`config.mk`:
```
export PLATFORM = sky130hd
export DESIGN_NAME = collision_scan_unit
export DESIGN_NICKNAME = d
export VERILOG_FILES = /design/src/rtl/collision_pkg.sv /design/src/rtl/collision_box_cmp.sv /design/src/rtl/collision_scan_unit.sv
export SDC_FILE = /design/constraint.sdc
export NUM_CORES = 1
export LEC_CHECK = 0
export ABC_AREA = 1
export BUFFER_PORTS_ARGS = -buffer_cell sky130_fd_sc_hd__buf_2
export CAP_MARGIN = 20
export CORE_ASPECT_RATIO = 0.6
export CORE_MARGIN = 3
export CORE_UTILIZATION = 50
export CTS_CLUSTER_DIAMETER = 60
export DETAILED_ROUTE_END_ITERATION = 12
export PLACE_DENSITY = 0.73
export SLEW_MARGIN = 40
export SYNTH_ARGS = -nofsm -noshare
export SYNTH_HDL_FRONTEND = slang
export SYNTH_SLANG_ARGS = --single-unit
```
`constraint.sdc`:
```
create_clock -name clk -period 4.4 [get_ports clk]
set_input_delay 0.22 -clock clk [delete_from_list [all_inputs] [get_ports clk]]
set_output_delay 0.22 -clock clk [all_outputs]
set_load 0.02 [all_outputs]
```
`src/rtl/collision_pkg.sv`:
```
// Shared types, default hitbox geometry and helpers for the collision scanner.
package collision_pkg;

  // Scanner sequencing: wait for a frame, walk every channel, publish result.
  typedef enum logic [1:0] {
    IDLE   = 2'd0,
    SCAN   = 2'd1,
    REPORT = 2'd2
  } scan_state_e;

  // Default obstacle hitbox relative to the obstacle offset.
  localparam int HIT_X_LO_DEF   = 10;
  localparam int HIT_X_HI_DEF   = 24;
  localparam int HIT_Y_SPAN_DEF = 32;

  // All-ones index value that flags a road-edge-only crash.
  function automatic logic [31:0] road_idx(input int idx_w);
    road_idx = (32'd1 << idx_w) - 32'd1;
  endfunction

endpackage

```
`src/rtl/collision_box_cmp.sv`:
```
// Single-channel hitbox test: is the player offset inside one obstacle's box?
// Terms are widened by one bit so obstacle + edge never wraps around.
module collision_box_cmp #(
  parameter int COORD_W    = 11,
  parameter int HIT_X_LO   = 10,
  parameter int HIT_X_HI   = 24,
  parameter int HIT_Y_SPAN = 32
) (
  input  logic [COORD_W-1:0] obj_x,
  input  logic [COORD_W-1:0] obj_y,
  input  logic [COORD_W-1:0] p_x,
  input  logic [COORD_W-1:0] p_y,
  output logic               hit
);

  localparam int EW = COORD_W + 1;

  logic [EW-1:0] obj_x_s;
  logic [EW-1:0] obj_y_s;
  logic [EW-1:0] p_x_s;
  logic [EW-1:0] p_y_s;
  logic [EW-1:0] x_lo_s;
  logic [EW-1:0] x_hi_s;
  logic [EW-1:0] y_hi_s;

  // Inclusive box bounds on widened operands, then the four-sided containment test.
  always_comb begin
    obj_x_s = {1'b0, obj_x};
    obj_y_s = {1'b0, obj_y};
    p_x_s   = {1'b0, p_x};
    p_y_s   = {1'b0, p_y};
    x_lo_s  = obj_x_s + EW'(HIT_X_LO);
    x_hi_s  = obj_x_s + EW'(HIT_X_HI);
    y_hi_s  = obj_y_s + EW'(HIT_Y_SPAN);
    hit     = (p_y_s >= obj_y_s) && (p_y_s <= y_hi_s) &&
              (p_x_s >= x_lo_s)  && (p_x_s <= x_hi_s);
  end

endmodule

```
`src/rtl/collision_scan_unit.sv`:
```
// Frame-rate player-vs-obstacle collision scanner for the road-fighter game.
// Snapshots all channels on startOfFrame, walks them one per clock through a
// shared comparator, and reports at most one crash per frame, gated by a
// frame-counted invulnerability window.
module collision_scan_unit
  import collision_pkg::*;
#(
  parameter int NUM_OBJ     = 7,
  parameter int COORD_W     = 11,
  parameter int HIT_X_LO    = HIT_X_LO_DEF,
  parameter int HIT_X_HI    = HIT_X_HI_DEF,
  parameter int HIT_Y_SPAN  = HIT_Y_SPAN_DEF,
  parameter int COOLDOWN_FR = 60,
  parameter int CNT_W       = 8
) (
  input  logic                         clk,
  input  logic                         reset,
  input  logic                         startOfFrame,
  input  logic [COORD_W-1:0]           objOffsetX [NUM_OBJ],
  input  logic [COORD_W-1:0]           objOffsetY [NUM_OBJ],
  input  logic [NUM_OBJ-1:0]           objEnable,
  input  logic [COORD_W-1:0]           playerOffsetX,
  input  logic [COORD_W-1:0]           playerOffsetY,
  input  logic                         road_collision,
  output logic                         collision,
  output logic [$clog2(NUM_OBJ):0]     collisionIdx,
  output logic                         invulnerable,
  output logic [CNT_W-1:0]             hitCount,
  output logic                         scanOverrun
);

  localparam int IDX_W = $clog2(NUM_OBJ) + 1;
  localparam int CD_W  = (COOLDOWN_FR > 0) ? $clog2(COOLDOWN_FR + 1) : 1;
  localparam logic [IDX_W-1:0] LAST_IDX = IDX_W'(NUM_OBJ - 1);
  localparam logic [IDX_W-1:0] ROAD_IDX = IDX_W'(road_idx(IDX_W));
  localparam logic [CD_W-1:0]  CD_LOAD  = CD_W'(COOLDOWN_FR);
  localparam logic [CNT_W-1:0] CNT_MAX  = {CNT_W{1'b1}};

  scan_state_e        state_r, state_nxt_s;
  logic [COORD_W-1:0] snap_x_r [NUM_OBJ];
  logic [COORD_W-1:0] snap_y_r [NUM_OBJ];
  logic [NUM_OBJ-1:0] snap_en_r;
  logic [COORD_W-1:0] snap_px_r, snap_py_r;
  logic               snap_road_r;
  logic [IDX_W-1:0]   idx_r, hit_idx_r;
  logic               hit_found_r;
  logic [CD_W-1:0]    cooldown_r, cooldown_nxt_s;
  logic               collision_r, invuln_r, overrun_r;
  logic [IDX_W-1:0]   coll_idx_r;
  logic [CNT_W-1:0]   hit_count_r;
  logic [COORD_W-1:0] sel_x_s, sel_y_s;
  logic               sel_en_s, box_hit_s, report_s;

  assign collision    = collision_r;
  assign collisionIdx = coll_idx_r;
  assign invulnerable = invuln_r;
  assign hitCount     = hit_count_r;
  assign scanOverrun  = overrun_r;

  // Scan mux: pick the snapshot of the channel currently being tested.
  always_comb begin
    sel_x_s  = {COORD_W{1'b0}};
    sel_y_s  = {COORD_W{1'b0}};
    sel_en_s = 1'b0;
    for (int i = 0; i < NUM_OBJ; i++) begin
      sel_x_s  = sel_x_s  | (snap_x_r[i] & {COORD_W{idx_r == IDX_W'(i)}});
      sel_y_s  = sel_y_s  | (snap_y_r[i] & {COORD_W{idx_r == IDX_W'(i)}});
      sel_en_s = sel_en_s | (snap_en_r[i] & (idx_r == IDX_W'(i)));
    end
  end

  collision_box_cmp #(
    .COORD_W    (COORD_W),
    .HIT_X_LO   (HIT_X_LO),
    .HIT_X_HI   (HIT_X_HI),
    .HIT_Y_SPAN (HIT_Y_SPAN)
  ) u_box_cmp (
    .obj_x (sel_x_s),
    .obj_y (sel_y_s),
    .p_x   (snap_px_r),
    .p_y   (snap_py_r),
    .hit   (box_hit_s)
  );

  // Next state, report qualification and next cooldown value.
  always_comb begin
    state_nxt_s    = state_r;
    report_s       = 1'b0;
    cooldown_nxt_s = cooldown_r;
    case (state_r)
      IDLE: begin
        if (startOfFrame) state_nxt_s = SCAN;
        else              state_nxt_s = IDLE;
      end
      SCAN: begin
        if (idx_r == LAST_IDX) state_nxt_s = REPORT;
        else                   state_nxt_s = SCAN;
      end
      REPORT: begin
        state_nxt_s = IDLE;
        report_s    = (hit_found_r | snap_road_r) && (cooldown_r == {CD_W{1'b0}});
      end
      default: state_nxt_s = IDLE;
    endcase
    // A fresh load from a reported crash takes precedence over the frame tick.
    if (report_s) begin
      cooldown_nxt_s = CD_LOAD;
    end else if (startOfFrame && (cooldown_r != {CD_W{1'b0}})) begin
      cooldown_nxt_s = cooldown_r - CD_W'(1'b1);
    end else begin
      cooldown_nxt_s = cooldown_r;
    end
  end

  // State register.
  always_ff @(posedge clk) begin
    if (reset) state_r <= IDLE;
    else       state_r <= state_nxt_s;
  end

  // Frame snapshot, scan index and first-hit capture.
  always_ff @(posedge clk) begin
    if (reset) begin
      for (int i = 0; i < NUM_OBJ; i++) begin
        snap_x_r[i] <= {COORD_W{1'b0}};
        snap_y_r[i] <= {COORD_W{1'b0}};
      end
      snap_en_r   <= {NUM_OBJ{1'b0}};
      snap_px_r   <= {COORD_W{1'b0}};
      snap_py_r   <= {COORD_W{1'b0}};
      snap_road_r <= 1'b0;
      idx_r       <= {IDX_W{1'b0}};
      hit_idx_r   <= {IDX_W{1'b0}};
      hit_found_r <= 1'b0;
    end else if (state_r == IDLE && startOfFrame) begin
      snap_x_r    <= objOffsetX;
      snap_y_r    <= objOffsetY;
      snap_en_r   <= objEnable;
      snap_px_r   <= playerOffsetX;
      snap_py_r   <= playerOffsetY;
      snap_road_r <= road_collision;
      idx_r       <= {IDX_W{1'b0}};
      hit_found_r <= 1'b0;
    end else if (state_r == SCAN) begin
      idx_r <= idx_r + IDX_W'(1'b1);
      if (box_hit_s && sel_en_s && !hit_found_r) begin
        hit_idx_r   <= idx_r;
        hit_found_r <= 1'b1;
      end
    end
  end

  // Registered outputs: crash pulse, index, saturating count, cooldown, overrun flag.
  always_ff @(posedge clk) begin
    if (reset) begin
      collision_r <= 1'b0;
      coll_idx_r  <= {IDX_W{1'b0}};
      hit_count_r <= {CNT_W{1'b0}};
      cooldown_r  <= {CD_W{1'b0}};
      invuln_r    <= 1'b0;
      overrun_r   <= 1'b0;
    end else begin
      collision_r <= report_s;
      cooldown_r  <= cooldown_nxt_s;
      invuln_r    <= (cooldown_nxt_s != {CD_W{1'b0}});
      if (report_s) begin
        coll_idx_r <= hit_found_r ? hit_idx_r : ROAD_IDX;
        if (hit_count_r != CNT_MAX) hit_count_r <= hit_count_r + CNT_W'(1'b1);
      end
      if (startOfFrame && state_r != IDLE) overrun_r <= 1'b1;
    end
  end

endmodule

```
# Word-level counts from Yosys, hierarchy flattened
# Index checks and enable logic that the tools add are counted.
# W data, S select, Z words.
word_totals:
  in_bits: 187
  wordCells: 115
  out_inout_bits: 15
  reg_bits: 216
classes:
  n_mux: 7
  magnitude_cmp: 4
  n_reduce_logical: 20
  addsub: 6
  eq_ne: 9
  n_bitwise: 41
op_table:
  columns: ["cell", "n"]
  rows:
  - ["$and A11 B11 Y11", 14]
  - ["$or A11 B11 Y11", 12]
  - ["$le A11 B12 Y1", 2]
  - ["$add A11 B4 Y12 const B", 1]
  - ["$add A11 B5 Y12 const B", 1]
  - ["$add A11 B6 Y12 const B", 1]
  - ["$eq A4 B3 Y1 const B", 3]
  - ["$ge A11 B12 Y1", 1]
  - ["$mux W6", 2]
  - ["$reduce_bool A6 Y1", 2]
  - ["$ge A11 B11 Y1", 1]
  - ["$logic_and A1 B1 Y1", 9]
  - ["$add A8 B1 Y8 const B", 1]
  - ["$eq A4 B2 Y1 const B", 2]
  - ["$ne A8 B8 Y1 const B", 1]
  - ["$and A1 B1 Y1", 7]
  - ["$or A1 B1 Y1", 7]
  - ["$logic_not A6 Y1", 1]
  - ["$sub A6 B1 Y6 const B", 1]
  - ["$add A4 B1 Y4 const B", 1]
  - ["$eq A4 B1 Y1 const B", 1]
  - ["$logic_not A4 Y1", 1]
  - ["$mux W4", 1]
  - ["$pmux W2 S2", 1]
  - ["11 further kinds", 13]

# Longest topological paths before layout
depth:
  ltp_word: 16
  ltp_mapped: 28
  ltp_nobuf: 26

# Modules after synthesis
# From an unflattened synthesis, not the netlist that was laid out.
unflattened:
  hier_cells: 1400
  hier_area_um2: 10358.7
modules_own_cells:
  columns: ["mod", "cells_each", "area_per_inst_um2", "instances", "seq_area_each_um2"]
  rows:
  - ["collision_scan_unit", 1169, 8913.5, 1, 4324.1]
  - ["collision_box_cmp", 231, 1445.1, 1, 0.0]

# Worst setup path before layout
# OpenSTA, ideal clock, no wires.
synth_path:
  path_kind: "reg-to-reg"
  from: "register idx_r[0]"
  to: "register hit_idx_r[1]"
  slack_ns: 0.994
  n_path_buf: 2
  required_ns: 4.286
  path_stages_with_launch: 25
  synth_period_minus_slack_ns: 3.406
  arrival_ns: 3.292
  setup_time_ns: 0.114
  path_cell_list: "dfxtp_1 -> inv_1 -> ha_1 -> buf_2 -> nand3_1 -> buf_2 -> o22ai_1 -> nor4_4 -> inv_2 -> ha_1 -> a21o_1 -> xnor2_1 -> ha_1 -> a21oi_1 -> nor3_1 -> a211oi_1 -> nand2_1 -> nand2_1 -> nand2_1 -> nand2_1 -> nand2_1 -> nand2_4 -> nand2_1 -> nand2_1 -> nor2_2"
synth_between:
  elab_chain_cells: 16
  elab_cells_between_ends: 59
  cone_classes: "add/sub: 3; order compare: 4; eq/ne: 6; bitwise: 39; reduce/logical: 7"
synth_rtl:
  columns: ["element", "line", "source"]
  rows:
  - ["start, declared", "collision_scan_unit.sv:45", "logic [IDX_W-1:0] idx_r, hit_idx_r;"]
  - ["start signal, assigned", "collision_scan_unit.sv:132", "idx_r <= {IDX_W{1'b0}};"]
  - ["start signal, assigned", "collision_scan_unit.sv:142", "idx_r <= {IDX_W{1'b0}};"]
  - ["start signal, assigned", "collision_scan_unit.sv:145", "idx_r <= idx_r + IDX_W'(1'b1);"]
  - ["$eq A4 B1 Y1 or $logic_not A4 Y1 (tied branches)", "collision_scan_unit.sv:66, collision_scan_unit.sv:67, collision_scan_unit.sv:68", null]
  - ["$and A11 B11 Y11", "collision_scan_unit.sv:67", "sel_y_s = sel_y_s | (snap_y_r[i] & {COORD_W{idx_r == IDX_W'(i)}});"]
  - ["$or A11 B11 Y11 (6 in a row)", "collision_scan_unit.sv:67", null]
  - ["$add A11 B6 Y12", "collision_box_cmp.sv:34", "y_hi_s = obj_y_s + EW'(HIT_Y_SPAN);"]
  - ["$le A11 B12 Y1", "collision_box_cmp.sv:35", "hit = (p_y_s >= obj_y_s) && (p_y_s <= y_hi_s) &&"]
  - ["$logic_and A1 B1 Y1 (2 in a row)", "collision_box_cmp.sv:35", null]
  - ["$logic_and A1 B1 Y1", "collision_box_cmp.sv:36", "(p_x_s >= x_lo_s) && (p_x_s <= x_hi_s);"]
  - ["$logic_and A1 B1 Y1 * (2 in a row)", "collision_scan_unit.sv:146", "if (box_hit_s && sel_en_s && !hit_found_r) begin"]
  - ["$reduce_and A3 Y1 (no line) *", null, null]
  - ["end signal, assigned", "collision_scan_unit.sv:133", "hit_idx_r <= {IDX_W{1'b0}};"]
  - ["end signal, assigned", "collision_scan_unit.sv:147", "hit_idx_r <= idx_r;"]
  - ["end, declared", "collision_scan_unit.sv:45", null]
# Every way passes the cells marked *; elsewhere a longest branch is shown, timed or not.
# A chain may end at the register's enable or synchronous reset.

# Worst setup path in the final report
layout_path:
  from: "register idx_r[0]"
  to: "register hit_idx_r[2]"
# The elaborated chain is that of the path after synthesis.

==> results.toml <==
[critical_path]
crit_fanout = 17
end_kind = "flop"
required_ps = 4800
critPathLaunch = "idx_r[0]"
rr_startpoint = "idx_r[0]"
crit_type = "flop to flop"
cpMostUsedCell = "nor2_1"
reg2reg_to = "hit_idx_r[2]"
worstPathArrival_ps = 4470
slowest_stage = "dfxtp_1"
path_delay_family = "simple AND/OR/NAND/NOR gates"
critPathLaunchType = "flop"
rrSetupSlack_ps = 320
cp.buffers_inverters = 4
slowest_delay_ps = 440
r2r_cells = 26

[place]
dp_cells = 1856
place.gp.congestion = 0.929
placed_area_sq_um = 11700
place_hpwl_um = 23900
dp_slack_ps = 425
io_buffers = 201

[grt]
grt-ovfl-total = 0
grtUsageTotal = 0.275
grt_pass1_vias = 9800
grt_max_degree = 117
grt_pass1_wl_um = 51700
antenna_found_initial = 0

[logic_synthesis]
synth_cell_type_count = 47
synth_warnings = 0
synth.avg_cell_area_sq_um = 7.34
synthCells = 1445
synth_area_leaders = "dfxtp_1 (41%), o21ai_0 (9.9%), inv_1 (9.2%), nand3_1 (7.2%), ha_1 (6.1%)"
synth_area_sq_um = 10600
ys_seq_elements = 216
seq_area_frac_synth = 0.408
synth_edf_count = 0
synth_nets = 1684
synthFlopType = "dfxtp_1"
synthDominantCellAreaShare = 0.408
yosysTopAreaCell = "dfxtp_1"
ys_async_sr_fraction = 0

[cells_and_area]
final_cells = 1976
layout-drive-gt1-share = 0.181
num-fill-cells = 1753
final_cell_area_sq_um = 13300
areaGrowthSynthToFinish_pct = 24.9
final_nets = 1929
post-route-util = 0.649

[timing]
layout_setup_ws_ps = 322
hold-worst-slack_ps = -2.24
skew_ps = 7.62
slew_viol_final = 0
grt_setup_unrepaired = "no"
fin_crit_sh = 0.927
max_freq_mhz = 245
slew_headroom = 0.460
tightest_slew_ps = 810
setup_viol = 0
hold_viol = 1
post-route-min-period_ps = 4080
setup_tns_ps = 0

[route]
drtIter0Drc = 1041
detail-route-antenna-nets = 0
vias = 10700
wire_per_inst_um = 16.7
dr.pass1.iters = 6
via_per_inst = 5.39
drc = 0
wl_um = 32900

[floorplan]
core_sq_um = 20400
ios = 202
die_h_um = 119
die_w_um = 194
rows = 40
die_area_sq_um = 23100
start_util = 0.520

[pwr]
peakVddDrop_uv = 238
powerDensity_nw_per_um2 = 373
power.leakage_nw = 6.26
p_total_mw = 4.94

[worst_hold_path]
worstHoldEndpoint = "snap_px_r[5]"
hold_path_depth = 3
hold_path_class = "input port to flop"
hp-start = "playerOffsetX[5]"

[clock_tree]
ctsHtreeMaxLevel = 1
cts_tree = "built"
clockBufferDepth = 3
cts_num_sinks = 216
clkTransAtPathRegs_ps = 70
cts_root_buf = "clkbuf_16"
clk_latency_ps = 500
cts_buffers = 20

[run_status]
status = "finished, violations left"
violations = "negative hold slack"

[job]
drv_cap = 0
==> power by group <==
group | internal, mW | total, mW | switching (mW) | leakage, nW
logic | 0.366 | 0.937 | 0.572 | 4.16
clock network | 1.06 | 1.80 | 0.745 | 0.329
registers | 2.12 | 2.21 | 0.0904 | 1.78
==> synth_stat cells, types with 4 or more instances <==
cell type,instances
nor3_1,11
nand2_1,142
nand4_1,24
a221oi_1,5
nor2_2,15
inv_1,260
nand3_2,12
nand3_1,152
nand2_2,12
ha_1,52
dfxtp_1,216
nor2_1,73
inv_2,6
clkbuf_1,56
o22ai_1,23
o21ai_0,209
o211ai_1,4
buf_2,9
xor2_1,12
a21oi_1,102
buf_1,4
buf_6,4
==> cell usage in the layout, fill, tap and decap left out, types with 15 or more instances in the layout <==
master         instances
a21oi_1              102
ha_1                  50
nand4_1               24
inv_1                260
buf_2                201
clkbuf_16             21
nor2_1                73
dfxtp_1              216
o22ai_1               23
nand2_1              142
buf_4                 15
nor2_2                15
o21ai_0              209
dlygate4sd3_1         83
nand3_1              151
==> layout make-up <==
cell class / instances / area (sq um) / area share
flip-flops and latches: 216 / 4320 / 0.326
diodes: 1 / 2.50 / 0.000189
repair buffers: 301 / 1980 / 0.149
multi-input cells: 883 / 4920 / 0.371
clock inverters: 5 / 77.6 / 0.00585
inverters: 268 / 1010 / 0.0761
well taps: 273 / 342 / 0.0258
clock buffers: 29 / 596 / 0.0449
==> worst register-to-register path, delay by kind of cell (launching register included) <==
family / cells / cell delay (ps)
flip-flops: 1 / 440
XOR/XNOR: 1 / 140
AND/OR/NAND/NOR: 15 / 1680
buffers and inverters: 4 / 570
adder cells (fa/ha/maj): 3 / 750
AO/OA/AOI/OAI: 3 / 420
==> worst max-delay path by stage <==
stage / cells after the start / slack (ps) / endpoint
global route: 23 / 90 / hit_idx_r[2]
global placement: 22 / 600 / hit_idx_r[2]
floorplan: 24 / 990 / hit_idx_r[1]
finish: 26 / 320 / hit_idx_r[2]
detailed placement: 22 / 430 / hit_idx_r[0]
CTS: 26 / 400 / hit_idx_r[2]
==> cells by family (layout without fill, tap and decap cells) <==
| logic type | after synthesis | count (layout) | share of synthesized area |
|---|---|---|---|
| compound gates | 361 | 361 | 0.180 |
| xor+xnor | 14 | 14 | 0.0116 |
| fa+ha+maj | 52 | 52 | 0.0613 |
| buf+inv | 346 | 603 | 0.130 |
| flops | 216 | 216 | 0.408 |
| other cells | 0 | 1 | 0 |
| simple gates | 456 | 456 | 0.209 |
==> routing by layer <==
| layer | wire, um | GRT usage | vias to the layer above |
|---|---|---|---|
| met1 | 15600 | 0.420 | 4857 |
| met3 | 3100 | 0.0475 | 55 |
| li1 | - | - | 5224 |
| met2 | 13400 | 0.402 | 516 |
| met5 | 0 | 0 | - |
| met4 | 766 | 0.0672 | 0 |
==> state kept, by name, summed over array words and instances, names as in the netlist, 2 cells and up <==
name,flops
snap_y_r,77
snap_en_r,7
snap_py_r,11
collisionIdx,4
snap_x_r,77
hit_idx_r,4
state_r,2
idx_r,4
hitCount,8
snap_px_r,11
cooldown_r,6
==> timing repair <==
item,4_1_cts,5_1_grt
hold buffers,83,0
endpoints found under the setup margin,0,5
resized for setup,0,2
endpoints found under the hold margin,83,0
setup buffers,0,2
Power figures use the tool's default switching activity.
